--- config.mk ---
export PLATFORM = sky130hd
export DESIGN_NAME = program_loader_flat
export DESIGN_NICKNAME = d
export VERILOG_FILES = /design/src/rtl/program_loader_pkg.sv /design/src/rtl/program_loader_if.sv /design/src/rtl/program_loader.sv /design/src/flat_wrapper.sv
export SDC_FILE = /design/constraint.sdc
export NUM_CORES = 1
export LEC_CHECK = 0
export BUFFER_PORTS_ARGS = -buffer_cell sky130_fd_sc_hd__buf_2
export CORE_ASPECT_RATIO = 1.1
export CORE_MARGIN = 10
export CORE_UTILIZATION = 55
export CTS_CLUSTER_SIZE = 28
export DETAILED_ROUTE_END_ITERATION = 8
export PLACE_DENSITY = 0.77
export SYNTH_ARGS = -nofsm -noshare
export SYNTH_HDL_FRONTEND = slang
export SYNTH_SLANG_ARGS = --single-unit
--- constraint.sdc ---
create_clock -name clk -period 1.84 [get_ports clk]
set_clock_uncertainty 0.1 [all_clocks]
set_input_delay 0.092 -clock clk [delete_from_list [all_inputs] [get_ports clk]]
set_output_delay 0.092 -clock clk [all_outputs]
set_load 0.005 [all_outputs]
--- src/rtl/program_loader_pkg.sv ---
`default_nettype none
// ============================================================================
// Module   : program_loader_pkg
// Brief    : Shared CPU constants and the boot loader state encoding.
// Revision : 1.0 - initial release
// ============================================================================
package program_loader_pkg;

  localparam int C_ADR_W  = 8;   // RAM word-address width (256 words)
  localparam int C_DATA_W = 16;  // RAM word width, two stream bytes
  localparam int C_CNT_W  = 9;   // remaining-word counter, holds 1..256

  typedef enum logic [2:0] {
    S_COUNT = 3'd0,
    S_HI    = 3'd1,
    S_LO    = 3'd2,
    S_CHK   = 3'd3,
    S_RUN   = 3'd4,
    S_ERR   = 3'd5
  } loader_state_t;

endpackage
`default_nettype wire

--- src/rtl/program_loader_if.sv ---
`default_nettype none
// ============================================================================
// Module   : program_loader_if
// Brief    : Byte-stream handshake, RAM write port and CPU control bundle.
//            slave  = the loader, master = the system around it.
// Revision : 1.0 - initial release
// ============================================================================
interface program_loader_if
  import program_loader_pkg::*;
#(
  parameter int ADR_W  = C_ADR_W,
  parameter int DATA_W = C_DATA_W
);

  logic              in_valid;
  logic [7:0]        in_data;
  logic              in_ready;
  logic              ram_we;
  logic [ADR_W-1:0]  ram_adr;
  logic [DATA_W-1:0] ram_wdata;
  logic              cpu_reset;
  logic              done;
  logic              error;

  modport slave (
    input  in_valid, in_data,
    output in_ready, ram_we, ram_adr, ram_wdata, cpu_reset, done, error
  );

  modport master (
    output in_valid, in_data,
    input  in_ready, ram_we, ram_adr, ram_wdata, cpu_reset, done, error
  );

endinterface
`default_nettype wire

--- src/rtl/program_loader.sv ---
`default_nettype none
// ============================================================================
// Module   : program_loader
// Brief    : Packs a COUNT/data/CHK byte stream into 16-bit words, writes
//            them to CPU RAM and releases the CPU once the XOR checksum
//            of the data bytes matches.
// Revision : 1.0 - initial release
// ============================================================================
module program_loader
  import program_loader_pkg::*;
#(
  parameter int               ADR_W     = C_ADR_W,
  parameter int               DATA_W    = C_DATA_W,
  parameter logic [ADR_W-1:0] START_ADR = '0
)(
  input wire               clk,
  input wire               reset,
  program_loader_if.slave  bus
);

  loader_state_t        r_state;
  loader_state_t        w_next;
  logic [C_CNT_W-1:0]   r_remaining;
  logic [ADR_W-1:0]     r_adr;
  logic [7:0]           r_chk;
  logic [7:0]           r_hi;
  logic                 r_ram_we;
  logic [ADR_W-1:0]     r_ram_adr;
  logic [DATA_W-1:0]    r_ram_wdata;

  logic                 w_in_ready;
  logic                 w_cpu_reset;
  logic                 w_done;
  logic                 w_error;
  logic                 w_xfer;

  // in_ready comes from the registered state only, so the handshake has
  // no combinational path from in_valid back to in_ready.
  assign w_xfer = bus.in_valid && w_in_ready;

  // State register
  always_ff @(posedge clk) begin
    if (reset) begin
      r_state <= S_COUNT;
    end else begin
      r_state <= w_next;
    end
  end

  // Datapath: word counter, address counter, checksum and RAM write port
  always_ff @(posedge clk) begin
    if (reset) begin
      r_remaining <= '0;
      r_adr       <= START_ADR;
      r_chk       <= '0;
      r_hi        <= '0;
      r_ram_we    <= 1'b0;
      r_ram_adr   <= START_ADR;
      r_ram_wdata <= '0;
    end else begin
      r_ram_we <= 1'b0;
      if (w_xfer) begin
        case (r_state)
          S_COUNT: begin
            // A COUNT of zero encodes a full 256-word image.
            r_remaining <= (bus.in_data == 8'd0) ? C_CNT_W'(256)
                                                 : {1'b0, bus.in_data};
            r_chk       <= '0;
            r_adr       <= START_ADR;
          end
          S_HI: begin
            r_hi  <= bus.in_data;
            r_chk <= r_chk ^ bus.in_data;
          end
          S_LO: begin
            r_chk       <= r_chk ^ bus.in_data;
            r_ram_we    <= 1'b1;
            r_ram_adr   <= r_adr;
            r_ram_wdata <= DATA_W'({r_hi, bus.in_data});
            // Address wraps naturally at the top of RAM.
            r_adr       <= r_adr + ADR_W'(1);
            r_remaining <= r_remaining - C_CNT_W'(1);
          end
          default: ;
        endcase
      end
    end
  end

  // Next-state logic
  always_comb begin
    w_next = r_state;
    case (r_state)
      S_COUNT: if (w_xfer) w_next = S_HI;
      S_HI:    if (w_xfer) w_next = S_LO;
      S_LO:    if (w_xfer) w_next = (r_remaining == C_CNT_W'(1)) ? S_CHK : S_HI;
      S_CHK:   if (w_xfer) w_next = (bus.in_data == r_chk) ? S_RUN : S_ERR;
      S_RUN:   w_next = S_RUN;
      S_ERR:   w_next = S_ERR;
      default: w_next = S_COUNT;
    endcase
  end

  // Output decode from the registered state
  always_comb begin
    w_in_ready  = 1'b0;
    w_cpu_reset = 1'b1;
    w_done      = 1'b0;
    w_error     = 1'b0;
    case (r_state)
      S_COUNT, S_HI, S_LO, S_CHK: w_in_ready = 1'b1;
      S_RUN: begin
        w_cpu_reset = 1'b0;
        w_done      = 1'b1;
      end
      S_ERR:   w_error = 1'b1;
      default: ;
    endcase
  end

  assign bus.in_ready  = w_in_ready;
  assign bus.ram_we    = r_ram_we;
  assign bus.ram_adr   = r_ram_adr;
  assign bus.ram_wdata = r_ram_wdata;
  assign bus.cpu_reset = w_cpu_reset;
  assign bus.done      = w_done;
  assign bus.error     = w_error;

endmodule
`default_nettype wire

--- src/flat_wrapper.sv ---
// flat-port wrapper written by rule: the top's interface ports become plain ports
module program_loader_flat import program_loader_pkg::*;
#(
  parameter int               ADR_W     = C_ADR_W,
  parameter int               DATA_W    = C_DATA_W,
  parameter logic [ADR_W-1:0] START_ADR = '0
)
  (clk, reset, bus_in_valid, bus_in_data, bus_in_ready, bus_ram_we, bus_ram_adr, bus_ram_wdata, bus_cpu_reset, bus_done, bus_error);
  program_loader_if #(.ADR_W(ADR_W), .DATA_W(DATA_W)) bus_i ();
  input wire clk;
  input wire reset;
  input wire logic [$bits(bus_i.in_valid)-1:0] bus_in_valid;
  input wire logic [$bits(bus_i.in_data)-1:0] bus_in_data;
  output wire logic [$bits(bus_i.in_ready)-1:0] bus_in_ready;
  output wire logic [$bits(bus_i.ram_we)-1:0] bus_ram_we;
  output wire logic [$bits(bus_i.ram_adr)-1:0] bus_ram_adr;
  output wire logic [$bits(bus_i.ram_wdata)-1:0] bus_ram_wdata;
  output wire logic [$bits(bus_i.cpu_reset)-1:0] bus_cpu_reset;
  output wire logic [$bits(bus_i.done)-1:0] bus_done;
  output wire logic [$bits(bus_i.error)-1:0] bus_error;
  assign bus_i.in_valid = bus_in_valid;
  assign bus_i.in_data = bus_in_data;
  assign bus_in_ready = bus_i.in_ready;
  assign bus_ram_we = bus_i.ram_we;
  assign bus_ram_adr = bus_i.ram_adr;
  assign bus_ram_wdata = bus_i.ram_wdata;
  assign bus_cpu_reset = bus_i.cpu_reset;
  assign bus_done = bus_i.done;
  assign bus_error = bus_i.error;
  program_loader #(.ADR_W(ADR_W), .DATA_W(DATA_W), .START_ADR(START_ADR)) u_core (.clk(clk), .reset(reset), .bus(bus_i));
endmodule
* After elaboration in Yosys (flattened, before gate mapping) *
Cells that the tools add are included.

storage, ports and cells
  logic and storage cells = 52
  bits of input ports = 11
  bits in registers = 61
  output and inout port bits = 29

operators by class
  reductions and logical operators = 13
  equality and inequality tests = 11
  bitwise gates (word level) = 2
  mux-type cells = 16
  $add $sub $neg = 2

operators with widths
  operator               count
  $pmux W8 S2            2
  $pmux W3 S6            1
  $pmux W9 S2            1
  $mux W3                4
  $eq A9 B1 Y1 const B   1
  $mux W9                1
  $sub A9 B1 Y9 const B  1
  $add A8 B1 Y8 const B  1
  $eq A8 B8 Y1           1
  $logic_not A8 Y1       1
  $ne A2 B1 Y1 const B   4
  $reduce_and A2 Y1      4
  $xor A8 B8 Y8          1
  $eq A3 B2 Y1 const B   2
  $eq A3 B3 Y1 const B   2
  $mux W1                6
  $reduce_and A4 Y1      1
  $reduce_bool A2 Y1     2
  $reduce_or A2 Y1       2
  $reduce_or A4 Y1       1
  $eq A3 B1 Y1 const B   1
  $logic_not A3 Y1       1
  $mux W2                1
  $logic_and A1 B1 Y1    1
  $not A1 Y1             1

* Depth between registers and ports, before layout *
  depth in word-level cells = 6
  depth in mapped cells = 7
  mapped depth without buffers = 6

* Worst setup path before layout *
OpenSTA, ideal clock, no wires.

  kind = reg-to-reg
  start = register u_core.r_state[2]
  end = register u_core.r_remaining[3]
  required time = 1612 ps
  arrival time = 1344 ps
  library setup time = 128 ps
  stages on the path, launching flop included = 6
  slack = 269 ps
  cell sequence = dfxtp_1 buf_6 or3b_2 a32o_1 a22oi_1 nor2_1

between the ends
  longest elaborated chain between the ends = 5
  elaborated cells between the ends (all ways) = 10

ends and longest elaborated chain
  element                               RTL line               source
  from (decl)                           program_loader.sv:21   loader_state_t r_state;
  from (signal assigned)                program_loader.sv:46   r_state <= w_next;
  $eq A3 B1 Y1 (tied with other cells)  program_loader.sv:110  case (r_state)
  $reduce_or A4 Y1                      program_loader.sv:110
  $mux W1                               program_loader.sv:110
  $logic_and A1 B1 Y1                   program_loader.sv:39   assign w_xfer = bus.in_valid && w_in_ready;
  $reduce_and A2 Y1 (no line)           -
  to (signal assigned)                  program_loader.sv:66   r_remaining <= (bus.in_data == 8'd0) ? C_CNT_W'(256)
  to (signal assigned)                  program_loader.sv:82   r_remaining <= r_remaining - C_CNT_W'(1);
  to (decl)                             program_loader.sv:23   logic [C_CNT_W-1:0] r_remaining;

Several ways; a longest one is shown, not always the timed one.
A chain may end at the register's enable or synchronous reset.

* Final worst setup path *
  start = register u_core.r_state[2]
  end = output port bus_done

between the ends
  longest elaborated chain between the ends = 2

ends and longest elaborated chain
  element       RTL line               source
  $eq A3 B3 Y1  program_loader.sv:110
  $mux W1       program_loader.sv:110
  to (decl)     flat_wrapper.sv:19     output wire logic [$bits(bus_i.done)-1:0] bus_done;

Every way passes these cells.

==> results.md <==
- R2R Path End: u_core.r_adr[3]
- Vias in the first global route: roughly 2,500
- Avg Inst Size Synth: around 8 µm²
- DP HPWL: about 4.6 mm
- Die Wd: roughly 90 µm
- Synth-to-Final Area Change: 17.9%
- Outcome: finished clean
- Worst Hold Class: in2reg
- Slew @ Worst Pin: about 0.56 ns
- Pre-CTS WS: 0.127 ns
- FF-to-FF path depth: 4
- Synthesized instance count: approximately 350
- Critical R2R Launch: u_core.r_state[0]
- Total power density per cell area: about 900 nW/µm²
- Final period util: 0.948
- Period minus WS final: around 1.7 ns
- Yosys cell types: 48
- # setup viols final: 0
- CP Class: reg2out
- CTS H-tree lvls: 3
- Critical hold path startpoint: bus_in_valid
- Total number of vias: roughly 2,500
- Num ports: 40
- Global-route wire length before repair: approximately 12 mm
- Sink Count: between 60 and 70
- Worst-Skew Late Latency: 0.36 ns
- Number of fill cells: approximately 420
- Post-synth EDFFs: 0
- Row count: 27
- RSZ-0062 raised after global routing: false
- Max-cap violations: 0
- Ranking of synthesized cells by area: dfxtp_1, nand2_1, a21oi_1
- Post-synthesis net count: roughly 360
- Top cell type by total area after synthesis: dfxtp_1
- Worst IR drop on VDD: 515 µV
- Setup tns final: 0 ns
- Post-route cell area: 3290 µm²
- CTS clk-pin slew, worst paths: 0.08 ns
- Netlist Area Pre-Place: approximately 2800 µm²
- Gr usage total: 0.174
- Core Util, Final: 0.662
- Share of the synthesized area in the top cell type: 0.438
- Placed Area: between 3000 and 4000 µm²
- Largest net degree at the start of global routing: 30
- Cts bufs inserted: 9
- Slew Limit Fails: 0
- DRT Wirelength: 6.72 mm
- Top_reg_cell synth: dfxtp_1
- Area of the core: slightly below 5000 µm²
- Die height: roughly 95 µm
- CP Data Required Time: roughly 1.7 ns
- Fin nets: approximately 400
- Post-DRT Antenna Nets: 0
- Asr flop ratio synth: 0
- Inserted Diodes: 0
- Die area: ~8300 µm²
- Crit path DAT: between 1.5 and 2 ns
- Endpoint, Worst Hold: u_core.r_state[0]
- Buffers on Ports: 39
- Yosys warnings: 0
- Antenna violations before repair: 0
- Worst Setup End Kind: primary output
- Reg2Reg Setup Slack: roughly 0.16 ns
- Root buffer cell: clkbuf_8
- CTS tree: built
- Slew HR: 0.628
- WHS Path Cells: 4
- Vias per cell: ~5.6
- Critical Path Source Type: register
- Setup bufs post-CTS: 0
- Fmax: 0.573 GHz
- Leakage Power: 1.27 nW
- Count leader, synth: nand2_1
- GP Congestion: roughly 0.85
- DRT Pass-1 Iters: 4
- Avg WL per Cell: approximately 15 µm
- Layout cell share with drive strength beyond 1: 0.205
- First-iteration detailed-routing DRC count: 150
- Most common library cells after synthesis: nand2_1, dfxtp_1, a21oi_1, nor2_1, clkbuf_1
- Max FO, Critical Path: 11
- Final setup margin: 0.0958 ns
- Final hold vios: 0
- Starting Density: 0.562
- Post-synthesis sequential area ratio: 0.438
- Global route total overflow: 0
- DRC: 0
- Synth Register Bits: 61
- Clock buffer depth: 2
## routing by layer
layer  vias to the layer above  track usage  wire length (µm)
met3                        18       0.0388               504
met1                      1173        0.204              2840
met2                        80        0.286              3200
met5                         -            0                 0
met4                         0       0.0931               180
li1                       1272            -                 -
## power by group
part	internal, W	switching (W)	total, W
logic	0.000151	0.000215	0.000366
clock network	0.000628	0.000575	0.00120
registers	0.00136	0.0000424	0.00141
total	0.00214	0.000833	0.00298
## critical path: stages (launching register included)
cell and delay, ns:
dfxtp_2 0.45, or2b_1 0.26, or2_2 0.30, inv_1 0.08, buf_2 0.11
## registers in the layout (all words and copies together), names as in the netlist
name / flops
u_core.r_adr: 8
u_core.r_state: 3
u_core.r_hi: 8
u_core.r_remaining: 9
u_core.r_chk: 8
u_core.bus.ram_adr: 8
u_core.bus.ram_we: 1
u_core.bus.ram_wdata: 16
## cells by family (layout without fill, tap and decap cells)
logic type / Yosys count / after routing / share of synthesized area
compound gates: 81 / 81 / 0.165
xor+xnor: 14 / 14 / 0.0439
fa+ha+maj: 3 / 3 / 0.0135
buf+inv: 34 / 82 / 0.0673
flops: 61 / 61 / 0.438
mux: 1 / 1 / 0.00404
simple gates: 154 / 154 / 0.269
## through the flow
| stage | total power [W] | hold WS [ns] | instances |
|---|---|---|---|
| 3_5_place_dp | 0.00178 | 0.326 | 430 |
| 4_1_cts | 0.00298 | 0.0862 | 454 |
| 2_1_floorplan | 0.00169 | 0.169 | 348 |
| 5_1_grt | 0.00310 | 0.139 | 454 |
| 3_3_place_gp | 0.00178 | 0.317 | 430 |
| 6_report | 0.00298 | 0.0856 | 454 |
## area by class of cell
class / instances / area [µm²] / share of cell area
clock buffers: 9 / 124 / 0.0377
inverters: 5 / 18.8 / 0.00571
flip-flops and latches: 61 / 1220 / 0.372
repair buffers: 61 / 393 / 0.119
clock inverters: 7 / 75.1 / 0.0228
well taps: 58 / 72.6 / 0.0221
multi-input cells: 253 / 1380 / 0.420
## cell usage in the layout, fill, tap and decap left out, drive strengths merged, types with 2 or more instances in the layout
| cell type | n |
|---|---|
| or2 | 2 |
| dfxtp | 61 |
| or3b | 2 |
| nor3b | 4 |
| a32oi | 2 |
| xnor2 | 5 |
| nand3 | 4 |
| o21ai | 12 |
| buf | 53 |
| nand4 | 5 |
| clkinv | 2 |
| or2b | 2 |
| dlygate4sd3 | 8 |
| nor4 | 3 |
| a21oi | 50 |
| a22oi | 3 |
| nor2 | 29 |
| ha | 3 |
| a31oi | 4 |
| xor2 | 9 |
| o211ai | 3 |
| clkinvlp | 3 |
| nand3b | 9 |
| nand2b | 3 |
| nand2 | 78 |
| nor3 | 6 |
| clkbuf | 9 |
| inv | 6 |
## timing repair
item	in CTS	in global routing
pin swaps	0	0
resized for setup	1	2
endpoints found under the hold margin	18	0
hold buffers	8	0
setup endpoints to repair	1	23
## worst max-delay path by stage
stage / startpoint / end / slack, ns / cells past startpoint
2_1_floorplan: u_core.r_state[2] / u_core.r_remaining[3] / 0.27 / 5
3_3_place_gp: u_core.r_state[1] / u_core.r_remaining[3] / 0.18 / 4
3_5_place_dp: u_core.r_state[1] / u_core.r_remaining[3] / 0.13 / 4
4_1_cts: u_core.r_state[2] / bus_done / 0.09 / 4
5_1_grt: u_core.r_state[0] / u_core.r_adr[4] / 0.04 / 4
6_report: u_core.r_state[2] / bus_done / 0.1 / 4
No activity file was read; power rests on OpenSTA's default activity.
